[src/rtl/mips_mem_arb_pkg.sv]
`default_nettype none
// ============================================================================
// Module   : mips_mem_arb_pkg
// Brief    : Shared types and helpers for the fetch/data memory arbiter.
// Revision : 1.0 - initial release
// ============================================================================
package mips_mem_arb_pkg;

   typedef enum logic [1:0] {
      IDLE   = 2'd0,
      BUSY_I = 2'd1,
      BUSY_D = 2'd2
   } arb_state_t;

   typedef enum logic {
      GNT_INSTR = 1'b0,
      GNT_DATA  = 1'b1
   } grant_t;

   // Wide enough for any sensible data width; sliced to DATA_W/8 at use.
   localparam logic [127:0] BE_ALL = '1;

   // Round-robin choice: on a tie the side that did not win last time wins.
   function automatic grant_t pick_grant(input logic   i_req,
                                         input logic   d_req,
                                         input grant_t last);
      if (i_req && d_req)
         return (last == GNT_DATA) ? GNT_INSTR : GNT_DATA;
      else if (i_req)
         return GNT_INSTR;
      else
         return GNT_DATA;
   endfunction

endpackage
`default_nettype wire

[src/rtl/mips_mem_arb_perf.sv]
`default_nettype none
// ============================================================================
// Module   : mips_mem_arb_perf
// Brief    : Saturating grant / stall counters for the memory arbiter.
//            Only instantiated when MIPS_MEM_ARB_PERF_EN is defined.
// Revision : 1.0 - initial release
// ============================================================================
module mips_mem_arb_perf (
   input  logic        clk,
   input  logic        reset,
   input  logic        perf_clear,
   input  logic        inc_i,
   input  logic        inc_d,
   input  logic        inc_stall,
   output logic [31:0] perf_i_grants,
   output logic [31:0] perf_d_grants,
   output logic [31:0] perf_stall_cycles
);

   localparam logic [31:0] C_MAX = 32'hFFFF_FFFF;

   logic [31:0] r_i_grants;
   logic [31:0] r_d_grants;
   logic [31:0] r_stall;

   // Clear wins over increments; each counter sticks at its maximum.
   always_ff @(posedge clk or posedge reset) begin
      if (reset) begin
         r_i_grants <= '0;
         r_d_grants <= '0;
         r_stall    <= '0;
      end else if (perf_clear) begin
         r_i_grants <= '0;
         r_d_grants <= '0;
         r_stall    <= '0;
      end else begin
         if (inc_i && (r_i_grants != C_MAX))
            r_i_grants <= r_i_grants + 32'd1;
         if (inc_d && (r_d_grants != C_MAX))
            r_d_grants <= r_d_grants + 32'd1;
         if (inc_stall && (r_stall != C_MAX))
            r_stall <= r_stall + 32'd1;
      end
   end

   assign perf_i_grants     = r_i_grants;
   assign perf_d_grants     = r_d_grants;
   assign perf_stall_cycles = r_stall;

endmodule
`default_nettype wire

[src/rtl/mips_mem_arbiter.sv]
`default_nettype none
// ============================================================================
// Module   : mips_mem_arbiter
// Brief    : Round-robin arbiter sharing one Avalon-style memory port between
//            an instruction-fetch master and a data master. The granted
//            request is latched so the slave sees stable signals.
//            Optional macro MIPS_MEM_ARB_PERF_EN adds performance counters.
// Revision : 1.0 - initial release
// ============================================================================
module mips_mem_arbiter
   import mips_mem_arb_pkg::*;
#(
   parameter int ADDR_W = 32,
   parameter int DATA_W = 32
) (
   input  logic                clk,
   input  logic                reset,
   input  logic                i_read,
   input  logic [ADDR_W-1:0]   i_address,
   output logic [DATA_W-1:0]   i_readdata,
   output logic                i_waitrequest,
   input  logic                d_read,
   input  logic                d_write,
   input  logic [ADDR_W-1:0]   d_address,
   input  logic [DATA_W-1:0]   d_writedata,
   input  logic [DATA_W/8-1:0] d_byteenable,
   output logic [DATA_W-1:0]   d_readdata,
   output logic                d_waitrequest,
   output logic                m_read,
   output logic                m_write,
   output logic [ADDR_W-1:0]   m_address,
   output logic [DATA_W-1:0]   m_writedata,
   output logic [DATA_W/8-1:0] m_byteenable,
   input  logic [DATA_W-1:0]   m_readdata,
   input  logic                m_waitrequest
`ifdef MIPS_MEM_ARB_PERF_EN
   ,
   input  logic                perf_clear,
   output logic [31:0]         perf_i_grants,
   output logic [31:0]         perf_d_grants,
   output logic [31:0]         perf_stall_cycles
`endif
);

   arb_state_t          r_state;
   grant_t              r_last;
   logic                r_read;
   logic                r_write;
   logic [ADDR_W-1:0]   r_addr;
   logic [DATA_W-1:0]   r_wdata;
   logic [DATA_W/8-1:0] r_be;

   logic   w_d_req;
   grant_t w_grant;
   logic   w_i_done;
   logic   w_d_done;

   assign w_d_req = d_read | d_write;
   assign w_grant = pick_grant(i_read, w_d_req, r_last);

   // Arbitration FSM: grant in IDLE, hold latched request until the slave completes.
   always_ff @(posedge clk or posedge reset) begin
      if (reset) begin
         r_state <= IDLE;
         r_last  <= GNT_DATA;
         r_read  <= 1'b0;
         r_write <= 1'b0;
         r_addr  <= '0;
         r_wdata <= '0;
         r_be    <= '0;
      end else begin
         case (r_state)
            IDLE: begin
               if (i_read || w_d_req) begin
                  r_last <= w_grant;
                  if (w_grant == GNT_INSTR) begin
                     r_state <= BUSY_I;
                     r_read  <= 1'b1;
                     r_write <= 1'b0;
                     r_addr  <= i_address;
                     r_be    <= BE_ALL[DATA_W/8-1:0];
                  end else begin
                     // Simultaneous read and write: the write wins.
                     r_state <= BUSY_D;
                     r_read  <= d_read & ~d_write;
                     r_write <= d_write;
                     r_addr  <= d_address;
                     r_wdata <= d_writedata;
                     r_be    <= d_byteenable;
                  end
               end
            end
            BUSY_I, BUSY_D: begin
               if (!m_waitrequest) begin
                  r_state <= IDLE;
                  r_read  <= 1'b0;
                  r_write <= 1'b0;
               end
            end
            default: begin
               r_state <= IDLE;
               r_read  <= 1'b0;
               r_write <= 1'b0;
            end
         endcase
      end
   end

   assign m_read       = r_read;
   assign m_write      = r_write;
   assign m_address    = r_addr;
   assign m_writedata  = r_wdata;
   assign m_byteenable = r_be;

   // Completion is combinational so the owner is released in the slave's last cycle.
   assign w_i_done = (r_state == BUSY_I) && !m_waitrequest;
   assign w_d_done = (r_state == BUSY_D) && !m_waitrequest;

   assign i_waitrequest = ~w_i_done;
   assign d_waitrequest = ~w_d_done;
   assign i_readdata    = w_i_done ? m_readdata : '0;
   assign d_readdata    = (w_d_done && r_read) ? m_readdata : '0;

`ifdef MIPS_MEM_ARB_PERF_EN
   logic w_inc_i;
   logic w_inc_d;
   logic w_stall;

   assign w_inc_i = (r_state == IDLE) && (i_read || w_d_req) && (w_grant == GNT_INSTR);
   assign w_inc_d = (r_state == IDLE) && (i_read || w_d_req) && (w_grant == GNT_DATA);
   // A live request held off by the other owner or by a slave stall.
   assign w_stall = (r_state != IDLE) &&
                    ((i_read && i_waitrequest) || (w_d_req && d_waitrequest));

   mips_mem_arb_perf u_perf (
      .clk               (clk),
      .reset             (reset),
      .perf_clear        (perf_clear),
      .inc_i             (w_inc_i),
      .inc_d             (w_inc_d),
      .inc_stall         (w_stall),
      .perf_i_grants     (perf_i_grants),
      .perf_d_grants     (perf_d_grants),
      .perf_stall_cycles (perf_stall_cycles)
   );
`endif

endmodule
`default_nettype wire

[config.mk]
export PLATFORM = sky130hd
export DESIGN_NAME = mips_mem_arbiter
export DESIGN_NICKNAME = d
export VERILOG_FILES = /design/src/rtl/mips_mem_arb_pkg.sv /design/src/rtl/mips_mem_arb_perf.sv /design/src/rtl/mips_mem_arbiter.sv
export SDC_FILE = /design/constraint.sdc
export NUM_CORES = 1
export LEC_CHECK = 0
export CAP_MARGIN = 20
export CORE_AREA = 2 2 106 108
export CTS_BUF_LIST = sky130_fd_sc_hd__clkbuf_4
export CTS_CLUSTER_SIZE = 25
export DETAILED_ROUTE_END_ITERATION = 8
export DIE_AREA = 0 0 108 110
export MAX_ROUTING_LAYER = met4
export PLACE_DENSITY = 0.83
export SLEW_MARGIN = 20
export SYNTH_ARGS = -nofsm -noshare
export SYNTH_HDL_FRONTEND = slang
export SYNTH_SLANG_ARGS = --single-unit
[constraint.sdc]
create_clock -name clk -period 5.4 [get_ports clk]
set_input_delay 0.81 -clock clk [delete_from_list [all_inputs] [get_ports clk]]
set_output_delay 0.81 -clock clk [all_outputs]
set_load 0.01 [all_outputs]
==> reports/results.tsv <==
metric	value	unit
status	finished clean	
post-route-min-period	3.27	ns
grtUsageTotal	22.4	%
clock_sinks	73	
worstSetupPathType	primary input to output pin	
wirelength	13300	um
drc	0	
core_area	10700	um^2
grt_pass1_vias	3761	
timing.max_cap.violations	0	
dr_wl_met3	1150	um
final_util	62.9	%
antenna_found_initial	0	
ys_seq_elements	73	
fillers	879	
worst-path-max-fanout	31	
grt_max_degree	38	
ys_warn_count	0	
setup_viol	0	
rsz0062_at_grt	no	
path_clk_slew	0.13	ns
drt_iter0_drc	225	
fin_hold_ws	0.490	ns
portBuffers	273	
dr_wl_met2	7140	um
crit_path_end_kind	output pin	
antenna_left	0	
wl_per_cell	17.3	um
path_cells	clkdlybuf4s50_1 > nand2b_1 > nor2_2 > buf_6 > and2_1 > clkdlybuf4s50_1	
cp-start-kind	primary input	
syn_nets	504	
synth_cell_types	28	
avgViaCountPerCell	4.95	
crit_top_cell	clkdlybuf4s50_1	
relSlewSlack	41.5	%
timing.final.ws_setup	2.13	ns
slowest_delay	0.55	ns
leakagePower	2.71	nW
peakVddDrop	0.308	mV
synth_area_leaders	dfrtp_1 48%, mux2_4 11%, and2_1 11%	
fmax	0.306	GHz
via_count	3808	
cts_setup_buffers	0	
diodes	0	
synth_top_area_cell	dfrtp_1	
start_util	35.0	%
slew_viol_final	0	
seq_area_frac_synth	48.8	%
syn_avg_cell_area	10.3	um^2
hold_buffers	0	
die_y	110	um
pre_cts_ws	1.33	ns
highest_layer	met4	
cts-root-buf	clkbuf_4	
worstHoldPathType	flip-flop to flip-flop	
post_cts_resized	0	
drive_gt1_share	10.0	%
cts_buffers	9	
worstPathArrival	2.46	ns
dr.pass1.iters	4	
dp_hpwl	10200	um
rows	38	
clockBufferDepth	2	
synth_top_area_share	48.1	%
period_share	60.6	%
power.density	487	nW/um^2
worstMarginPinSlew	0.876	ns
nets	765	
synthToLayoutAreaGrowth	79.7	%
place.gp.congestion	0.826	
dieArea	11900	um^2
grt_pass1_wl	19600	um
overflow	0	
htree_levels	3	
hold_violations	0	
die_w	108	um
syn_area	3740	um^2
clock_latency	0.44	ns
critPathSlowestCell	clkdlybuf4s50_1	
clock_skew	0.0172	ns
cts_tree	built	
required	4.59	ns
netlist_instances	363	
met1_length	4630	um
ioPinCount	274	
fin_tns_setup	0	ns
-- cells in the final DEF (no fill, tap or decap) --
cell type          n
clkbuf_4           9
dfrtp_1           72
nand2b_1           1
mux2_4            28
nand2_1            5
buf_4              7
o21bai_2           1
buf_6              1
inv_1              6
o2bb2ai_1          2
o21ba_2            1
mux2_2             4
ha_1               3
clkinvlp_4         2
o41ai_1            1
a2bb2oi_1          1
nor2_1            33
inv_2              1
o21ai_0           33
bufinv_16          1
o31a_1             1
a31oi_1           32
inv_6              2
a32o_1             1
a22o_1             1
a21oi_1           32
o31ai_4            1
nor2_2             1
clkdlybuf4s50_1  273
nor2b_1            1
a21oi_4            1
inv_8              2
dfstp_2            1
and2_1            64
o22a_1             4
-- layout make-up --
type / count / area, um^2 / area share (%)
multi-input cells: 252 / 1750 / 26.0
repair buffers: 281 / 2800 / 41.6
clock inverters: 7 / 85.1 / 1.27
clock buffers: 9 / 67.6 / 1.00
flip-flops and latches: 73 / 1830 / 27.2
well taps: 140 / 175 / 2.60
inverters: 7 / 26.3 / 0.391
-- path summary, 6_finish.rpt --
check | start | to | slack (ns) | cells after the start
worst max-delay path | m_waitrequest | d_readdata[15] | 2.13 | 6
worst min-delay path | r_last | r_last | 0.49 | 2
worst max register to register | r_state[0] | m_byteenable[0] | 2.94 | 6
worst min register to register | r_last | r_last | 0.49 | 2
max in group asynchronous | reset | m_address[2] | 3.59 | 3
min in group asynchronous | reset | m_writedata[21] | 0.80 | 2
-- kinds of logic (layout without fill, tap and decap cells) --
family                   count (synthesis)  count (layout)  synth area share, %
multiplexers                            32              32                 12.4
buffers and inverters                   38             304                 4.55
flip-flops                              73              73                 48.8
adder cells (fa/ha/maj)                  3               3                 1.00
AND/OR/NAND/NOR                        105             105                 14.9
AO/OA/AOI/OAI                          112             112                 18.2
-- flip-flops by register name, indices dropped and copies added (netlist names) --
signal	count
r_last	1
r_state	2
m_byteenable	4
m_address	32
m_read	1
m_write	1
m_writedata	32
-- cell usage after synthesis (all sizes together) --
cell / number
o22a: 4
dfrtp: 72
a22o: 1
a31oi: 32
o31a: 1
o31ai: 1
inv: 7
a21oi: 33
and2: 64
nor2: 34
nor2b: 1
o2bb2ai: 2
o21ai: 33
buf: 7
a32o: 1
o41ai: 1
clkbuf: 24
nand2: 5
a2bb2oi: 1
o21ba: 1
dfstp: 1
nand2b: 1
o21bai: 1
mux2: 32
ha: 3
-- layer usage --
layer  track usage (%)  vias up
met5                 -        -
met4              9.43        0
met3              4.94       28
met2              40.7      210
met1              23.5     1788
li1                  -     1782
-- where the power goes --
group	internal [mW]	total, mW	switching, mW	leakage (nW)
Clock	0.150	0.372	0.222	0.0770
Combinational	1.07	1.91	0.842	1.79
Sequential	0.831	0.993	0.162	0.840
-- stage by stage --
step / instances / power [mW] / area, um^2
2_1_floorplan: 363 / 1.98 / 3740
3_3_place_gp: 752 / 2.86 / 6560
3_5_place_dp: 752 / 2.91 / 6560
4_1_cts: 768 / 3.30 / 6710
5_1_grt: 769 / 3.47 / 6730
6_report: 769 / 3.27 / 6730
-- critical path: cells and delay by family --
kind                   cells  cell delay (ns)
AND/OR/NAND/NOR            3             0.46
buffers and inverters      3             1.19
(Power assumes the default switching activity.)
